[config.mk]
export PLATFORM = sky130hd
export DESIGN_NAME = bucket_reduce
export DESIGN_NICKNAME = d
export VERILOG_FILES = /design/src/rtl/bucket_reduce.sv
export SDC_FILE = /design/constraint.sdc
export NUM_CORES = 1
export LEC_CHECK = 0
export CORE_UTILIZATION = 60
export DETAILED_ROUTE_END_ITERATION = 10
export GPL_ROUTABILITY_DRIVEN = 0
export PLACE_DENSITY = 0.88
export SLEW_MARGIN = 10
export SYNTH_ARGS = -nofsm -noshare
export SYNTH_HDL_FRONTEND = slang
export SYNTH_SLANG_ARGS = --single-unit
export TNS_END_PERCENT = 30
[constraint.sdc]
create_clock -name ap_clk -period 20.1 [get_ports ap_clk]
set_input_delay 4.02 -clock ap_clk [delete_from_list [all_inputs] [get_ports ap_clk]]
set_output_delay 4.02 -clock ap_clk [all_outputs]
set_load 0.01 [all_outputs]
[src/rtl/bucket_reduce.sv]
// bucket_reduce: running-sum reduction of a bucket RAM, S = sum j*B[j] mod MOD.
// Buckets are read from NB-1 down to 1. Each returned datum is added into
// `running`, then `running` is added into `total`. Bucket j therefore
// contributes j times to `total`, so no multiplier is needed.
module bucket_reduce #(
    parameter int              NB     = 32,
    parameter int              AWIDTH = 5,
    parameter int              W      = 32,
    parameter logic [W-1:0]    MOD    = 32'hFFFFFFFB
) (
    input  logic              ap_clk,
    input  logic              ap_rst_n,
    input  logic              ap_start,
    output logic              ap_done,
    output logic              ap_idle,
    output logic              ap_ready,
    output logic [AWIDTH-1:0] B_i_address0,
    output logic              B_i_ce0,
    input  logic [W-1:0]      B_i_q0,
    output logic [W-1:0]      sum_out
);

    typedef enum logic [1:0] {
        S_IDLE,
        S_FETCH,
        S_LAST,
        S_DONE
    } state_t;

    localparam logic [AWIDTH-1:0] TOP_ADDR = AWIDTH'(NB - 1);
    localparam logic [AWIDTH-1:0] ONE_ADDR = AWIDTH'(1);

    state_t            state, state_next;
    logic [AWIDTH-1:0] cnt;
    logic [W-1:0]      running, total;
    logic [W-1:0]      running_acc, total_acc;
    logic              acc_en;

    // Single conditional subtract; exact only when both inputs are below MOD.
    function automatic logic [W-1:0] modadd(input logic [W-1:0] a, input logic [W-1:0] b);
        logic [W:0] s;
        s = {1'b0, a} + {1'b0, b};
        if (s >= {1'b0, MOD})
            s = s - {1'b0, MOD};
        return s[W-1:0];
    endfunction

    // Chained accumulate step: new running feeds the total update in the same cycle.
    always_comb begin
        running_acc = modadd(running, B_i_q0);
        total_acc   = modadd(total, running_acc);
        // Data arrives one cycle after its address; the first FETCH cycle has none.
        acc_en      = ((state == S_FETCH) && (cnt != TOP_ADDR)) || (state == S_LAST);
    end

    // State register.
    always_ff @(posedge ap_clk or negedge ap_rst_n) begin
        if (!ap_rst_n)
            state <= S_IDLE;
        else
            state <= state_next;
    end

    // Next-state and state-decoded outputs.
    always_comb begin
        state_next   = state;
        ap_idle      = 1'b0;
        ap_done      = 1'b0;
        B_i_ce0      = 1'b0;
        B_i_address0 = '0;
        unique case (state)
            S_IDLE: begin
                ap_idle = 1'b1;
                if (ap_start)
                    state_next = S_FETCH;
            end
            S_FETCH: begin
                B_i_ce0      = 1'b1;
                B_i_address0 = cnt;
                if (cnt == ONE_ADDR)
                    state_next = S_LAST;
            end
            S_LAST: begin
                state_next = S_DONE;
            end
            S_DONE: begin
                ap_done    = 1'b1;
                state_next = S_IDLE;
            end
            default: state_next = S_IDLE;
        endcase
        ap_ready = ap_done;
    end

    // Address counter, accumulators and result register.
    always_ff @(posedge ap_clk or negedge ap_rst_n) begin
        if (!ap_rst_n) begin
            cnt     <= '0;
            running <= '0;
            total   <= '0;
            sum_out <= '0;
        end else begin
            if ((state == S_IDLE) && ap_start) begin
                cnt     <= TOP_ADDR;
                running <= '0;
                total   <= '0;
            end else begin
                if ((state == S_FETCH) && (cnt != ONE_ADDR))
                    cnt <= cnt - ONE_ADDR;
                if (acc_en) begin
                    running <= running_acc;
                    total   <= total_acc;
                end
            end
            // Captured from the final accumulate so sum_out is already valid in DONE.
            if (state == S_LAST)
                sum_out <= total_acc;
        end
    end

endmodule

---- Word-level counts from Yosys, hierarchy flattened ----
Cells that the tools add are included.
cells by class
  $add $sub $neg .......................... 5
  $mul .................................... 0
  div/mod/pow operators ................... 0
  magnitude comparators ................... 2
  eq/ne operators ......................... 8
  shift-type cells ........................ 0
  mux-type cells .......................... 15
  bitwise logic cells ..................... 0
  reduce and logical (&&, ||, !) cells .... 8
operator list
  cell                      number
  $mux W32                  6
  $add A32 B32 Y33          2
  $ge A33 B32 Y1 const B    2
  $sub A32 B32 Y32 const B  2
  $mux W5                   3
  $pmux W2 S4               1
  $eq A5 B1 Y1 const B      1
  $ne A5 B1 Y1 const B      1
  $ne A5 B5 Y1 const B      1
  $sub A5 B1 Y5 const B     1
  $eq A2 B2 Y1 const B      2
  $mux W2                   2
  $ne A2 B2 Y1 const B      2
  $reduce_bool A2 Y1        2
  $logic_and A1 B1 Y1       3
  $mux W1                   3
  $eq A2 B1 Y1 const B      1
  $logic_not A2 Y1          1
  $reduce_and A2 Y1         1
  $logic_or A1 B1 Y1        1
word-level totals
  bits in registers ....................... 103
  latch bits .............................. 0
  bits in writable memories ............... 0
  bits in read-only memories .............. 0
  output and inout port bits .............. 41
  logic and storage cells ................. 43
  memories kept ........................... 0

---- Depth between registers and ports, before layout ----
  depth after elaboration ................. 8
  mapped depth ............................ 28
  depth with buffers taken out ............ 26

---- Worst setup path before layout ----
Ideal clock, no wire load.
  path type ............................... in2reg
  from .................................... input port B_i_q0[0]
  to ...................................... register total[18]
  library setup time ...................... 0.086 ns
  arrival ................................. 11.122 ns
  path slack .............................. 8.892 ns
  stages on the path ...................... 27
  path buffers ............................ 1
  cell sequence ........................... ha_1 -> fa_1 -> a21o_1 -> a311o_1 -> a211oi_1 -> o21ai_0 -> a41oi_1 -> xor2_1 -> nor4_1 -> a31oi_1 -> buf_2 -> xnor2_1 -> ha_1 -> inv_1 -> fa_1 -> nand2b_1 -> a211oi_4 -> nor2_2 -> xnor2_1 -> nand4b_1 -> or4b_4 -> or4_4 -> nor4_2 -> a31oi_1 -> or4_1 -> and3_1 -> nor3_1
between the ends
  cells in the longest elaborated chain, start to end .. 8
  elaborated cells on any way between the ends .. 10
  those cells by class .................... add/sub (4); order compare (2); mux (4)
RTL lines
  item                                                RTL line  RTL
  start, declared                                     19        input logic [W-1:0] B_i_q0,
  $add A32 B32 Y33 (*)                                42        s = {1'b0, a} + {1'b0, b};
  $sub A32 B32 Y32 or $ge A33 B32 Y1 (tied branches)  44, 43
  $mux W32 (*)                                        43        if (s >= {1'b0, MOD})
  $add A32 B32 Y33 (*)                                42
  $sub A32 B32 Y32 or $ge A33 B32 Y1 (tied branches)  44, 43
  $mux W32 (*)                                        43
  $mux W32 (*)                                        110       if (acc_en) begin
  $mux W32 (*)                                        103       if ((state == S_IDLE) && ap_start) begin
  end signal, assigned                                112       total <= total_acc;
  end, declared                                       35        logic [W-1:0] running, total;
Mark *: on every way between the ends. The rest lies on a longest branch, timed or not. The select of a mux whose other input is x is not followed.
A chain may end at the register's enable or synchronous reset.

---- Worst setup path after layout ----
Same ends and word-level chain as after synthesis.

==> impl_metrics.tcl <==
set metrics [dict create \
    async_flop_share_pct 100 \
    cts_tree "yes" \
    avgSynthCellArea_um2 7.85 \
    post-place-cells 1474 \
    final_cell_mix "a21oi_1 (138), nor2_1 (130), nand2_1 (112)" \
    fin_ws_ps 7530 \
    synthFlopType "dfrtp_1" \
    cp-end-kind "flip-flop" \
    skew_ps 6.13 \
    synth-edff-count 0 \
    tns_ps 0 \
    io_pins 76 \
    cts_hold_buf 0 \
    finalCritPeriodShare_pct 62.6 \
    drt_iter0_drc 987 \
    worstMarginPinSlew_ps 1080 \
    finalNonFillerCells 1490 \
    ant_nets 0 \
    via_per_inst 6.61 \
    slew_violations 0 \
    maxCapViolations 0 \
    die-area_mm2 0.0168 \
    place_area_mm2 0.0106 \
    max_freq_ghz 0.0795 \
    fin_nets 1381 \
    ys_types 79 \
    antenna_found_initial 0 \
    io_buffers 75 \
    finalHoldViolations 0 \
    grt_start_max_net_pins 97 \
    worstPathRequired_ps 20370 \
    cts_setup_buffers 0 \
    cts_root_buf "clkbuf_16" \
    cts_inserted_buffers 9 \
    grt_setup_unrepaired "false" \
    syn_to_final_growth_pct 11.9 \
    synth_nets 1354 \
    postCtsResizedCells 0 \
    dr.pass1.iters 5 \
    initial_core_util_pct 61.3 \
    grt_use_total_pct 33.1 \
    clockBufferDepth 2 \
    path_clk_slew_ps 70 \
    clkSinkCount 103 \
    outcome "complete, no violations" \
    ys_warn_count 0 \
    grt_overflow 0 \
    layout_commonest_cell "a21oi_1" \
    clk_latency_ps 360 \
    wire_per_inst_um 18.2 \
    worst_ep_arrival_time_ps 12840 \
    h-tree-depth 3 \
    dr_total_vias 9848 \
    startpoint_type "primary input" \
    seq_area_frac_synth_pct 26.5 \
    period_minus_slack_ps 12570 \
    maxSlewHeadroom_pct 27.7 \
    layout-drive-gt1-share_pct 5.49 \
    synth-seq-cells 103 \
    die_h_um 129 \
    fill_cells 1317 \
    dp_slack_ps 7440 \
    die_w_um 129 \
    coreArea_mm2 0.0159 \
    drc 0 \
    grt_pass1_vias 9045 \
    hold_class "flip-flop to flip-flop" \
    syn_area_mm2 0.00974 \
    grt_pass1_wl_um 44100 \
    setup_viol 0 \
    cp_max_fo 35 \
    wl_um 27000 \
    diodes 0 \
    stdcell_area_mm2 0.0109 \
    synthCells 1242 \
    fp-row-count 46 \
    critPathKind "primary input to flip-flop" \
    hpwl_um 20000 \
]
[sequential cells by signal, indices dropped and copies added (netlist names)]
name	count
running	32
state	2
total	32
cnt	5
sum_out	32
[worst max-delay path, stage by stage]
cell and delay [ps]:
clkdlybuf4s50_1 410, ha_1 240, fa_1 460, a21o_1 220, a311o_1 470, a211oi_1 510, o21ai_0 280, a41oi_1 290
xor2_1 160, nor4_1 470, a31oi_1 160, buf_4 230, or2_2 330, nor3b_1 250, xor2_1 250, ha_1 350
a21oi_1 390, o211ai_1 200, a21oi_1 330, o211ai_1 250, a311oi_1 500, o2111ai_1 200, nor4_1 490, a31oi_2 150
buf_4 280, or4_1 520, and3_1 200, nor3_1 210
[through the flow]
step | util (%) | hold slack, ps
floorplan | - | 502
global placement | 66.6 | 496
CTS | 68.6 | 527
global route | 68.6 | 545
finish | 68.6 | 522
detailed placement | 66.6 | 499
[area by class of cell]
cell class	count	area (um2)	share of cell area, %
clock buffers	10	239	2.19
clock inverters	6	90.1	0.826
inverters	22	82.6	0.757
multi-input cells	1050	6840	62.7
flip-flops and latches	103	2580	23.6
well taps	216	270	2.48
repair buffers	83	808	7.41
[synthesized netlist by cell type (3+ instances only)]
| master | instances | area [um2] |
|---|---|---|
| a21oi_1 | 139 | 696 |
| nor2_1 | 130 | 488 |
| nand2_1 | 112 | 420 |
| o21ai_0 | 105 | 526 |
| dfrtp_1 | 103 | 2580 |
| ha_1 | 75 | 938 |
| clkbuf_1 | 59 | 221 |
| xnor2_1 | 57 | 499 |
| xor2_1 | 50 | 438 |
| nand3_1 | 34 | 170 |
| nor3_1 | 34 | 170 |
| nor4_1 | 28 | 175 |
| inv_1 | 22 | 82.6 |
| nand4_1 | 22 | 138 |
| a21o_1 | 20 | 150 |
| and3_1 | 17 | 106 |
| a211oi_1 | 15 | 113 |
| and2_1 | 15 | 93.8 |
| or3_1 | 14 | 87.6 |
| o211ai_1 | 13 | 97.6 |
| o21ba_2 | 13 | 130 |
| a31oi_1 | 11 | 68.8 |
| o2111ai_1 | 9 | 78.8 |
| nand2b_1 | 8 | 50.1 |
| nor3b_1 | 7 | 52.6 |
| or2_2 | 7 | 43.8 |
| buf_2 | 6 | 30.0 |
| mux2i_1 | 6 | 60.1 |
| nand3b_1 | 6 | 45.0 |
| mux2_2 | 5 | 56.3 |
| nor2b_1 | 5 | 31.3 |
| a2111oi_0 | 4 | 35.0 |
| a211o_1 | 4 | 35.0 |
| nand4b_1 | 4 | 35.0 |
| nor4b_1 | 4 | 35.0 |
| o311ai_0 | 4 | 35.0 |
| a2111oi_2 | 3 | 45.0 |
| a21boi_0 | 3 | 22.5 |
| a221o_1 | 3 | 30.0 |
| a311oi_1 | 3 | 26.3 |
| and3b_1 | 3 | 26.3 |
| and4_1 | 3 | 26.3 |
| o21a_1 | 3 | 22.5 |
| o31ai_1 | 3 | 22.5 |
| or4_1 | 3 | 22.5 |
[routing by layer]
| metal | up-vias | track usage [%] | wire, um |
|---|---|---|---|
| met5 | - | 0 | 0 |
| met4 | 0 | 10.8 | 604 |
| met3 | 65 | 5.45 | 2600 |
| met2 | 532 | 52.2 | 12000 |
| met1 | 4620 | 46.3 | 11900 |
| li1 | 4631 | - | - |
[final timing paths]
kind / from / endpoint / slack (ps) / cells past startpoint
max: B_i_q0[0] / total[18]$_DFFE_PN0P_ / 7530 / 28
min: sum_out[24]$_DFFE_PN0P_ / sum_out[24]$_DFFE_PN0P_ / 520 / 1
max reg2reg: running[0]$_DFFE_PN0P_ / total[18]$_DFFE_PN0P_ / 11240 / 27
min reg2reg: sum_out[24]$_DFFE_PN0P_ / sum_out[24]$_DFFE_PN0P_ / 520 / 1
max in group asynchronous: ap_rst_n / total[8]$_DFFE_PN0P_ / 15290 / 2
min in group asynchronous: ap_rst_n / running[29]$_DFFE_PN0P_ / 3660 / 1
[logic make-up (layout without fill, tap and decap cells)]
logic type	count (synthesis)	after routing	synth area share (%)
fa+ha+maj	77	77	10.0
flops	103	103	26.5
mux	11	11	1.19
simple gates	465	465	23.8
compound gates	390	390	25.3
xor+xnor	107	107	9.62
buf+inv	89	121	3.54
Power is left out: the tool's default activity adds up to more than one toggle a clock period on the data nets, which glitch-free logic cannot reach.
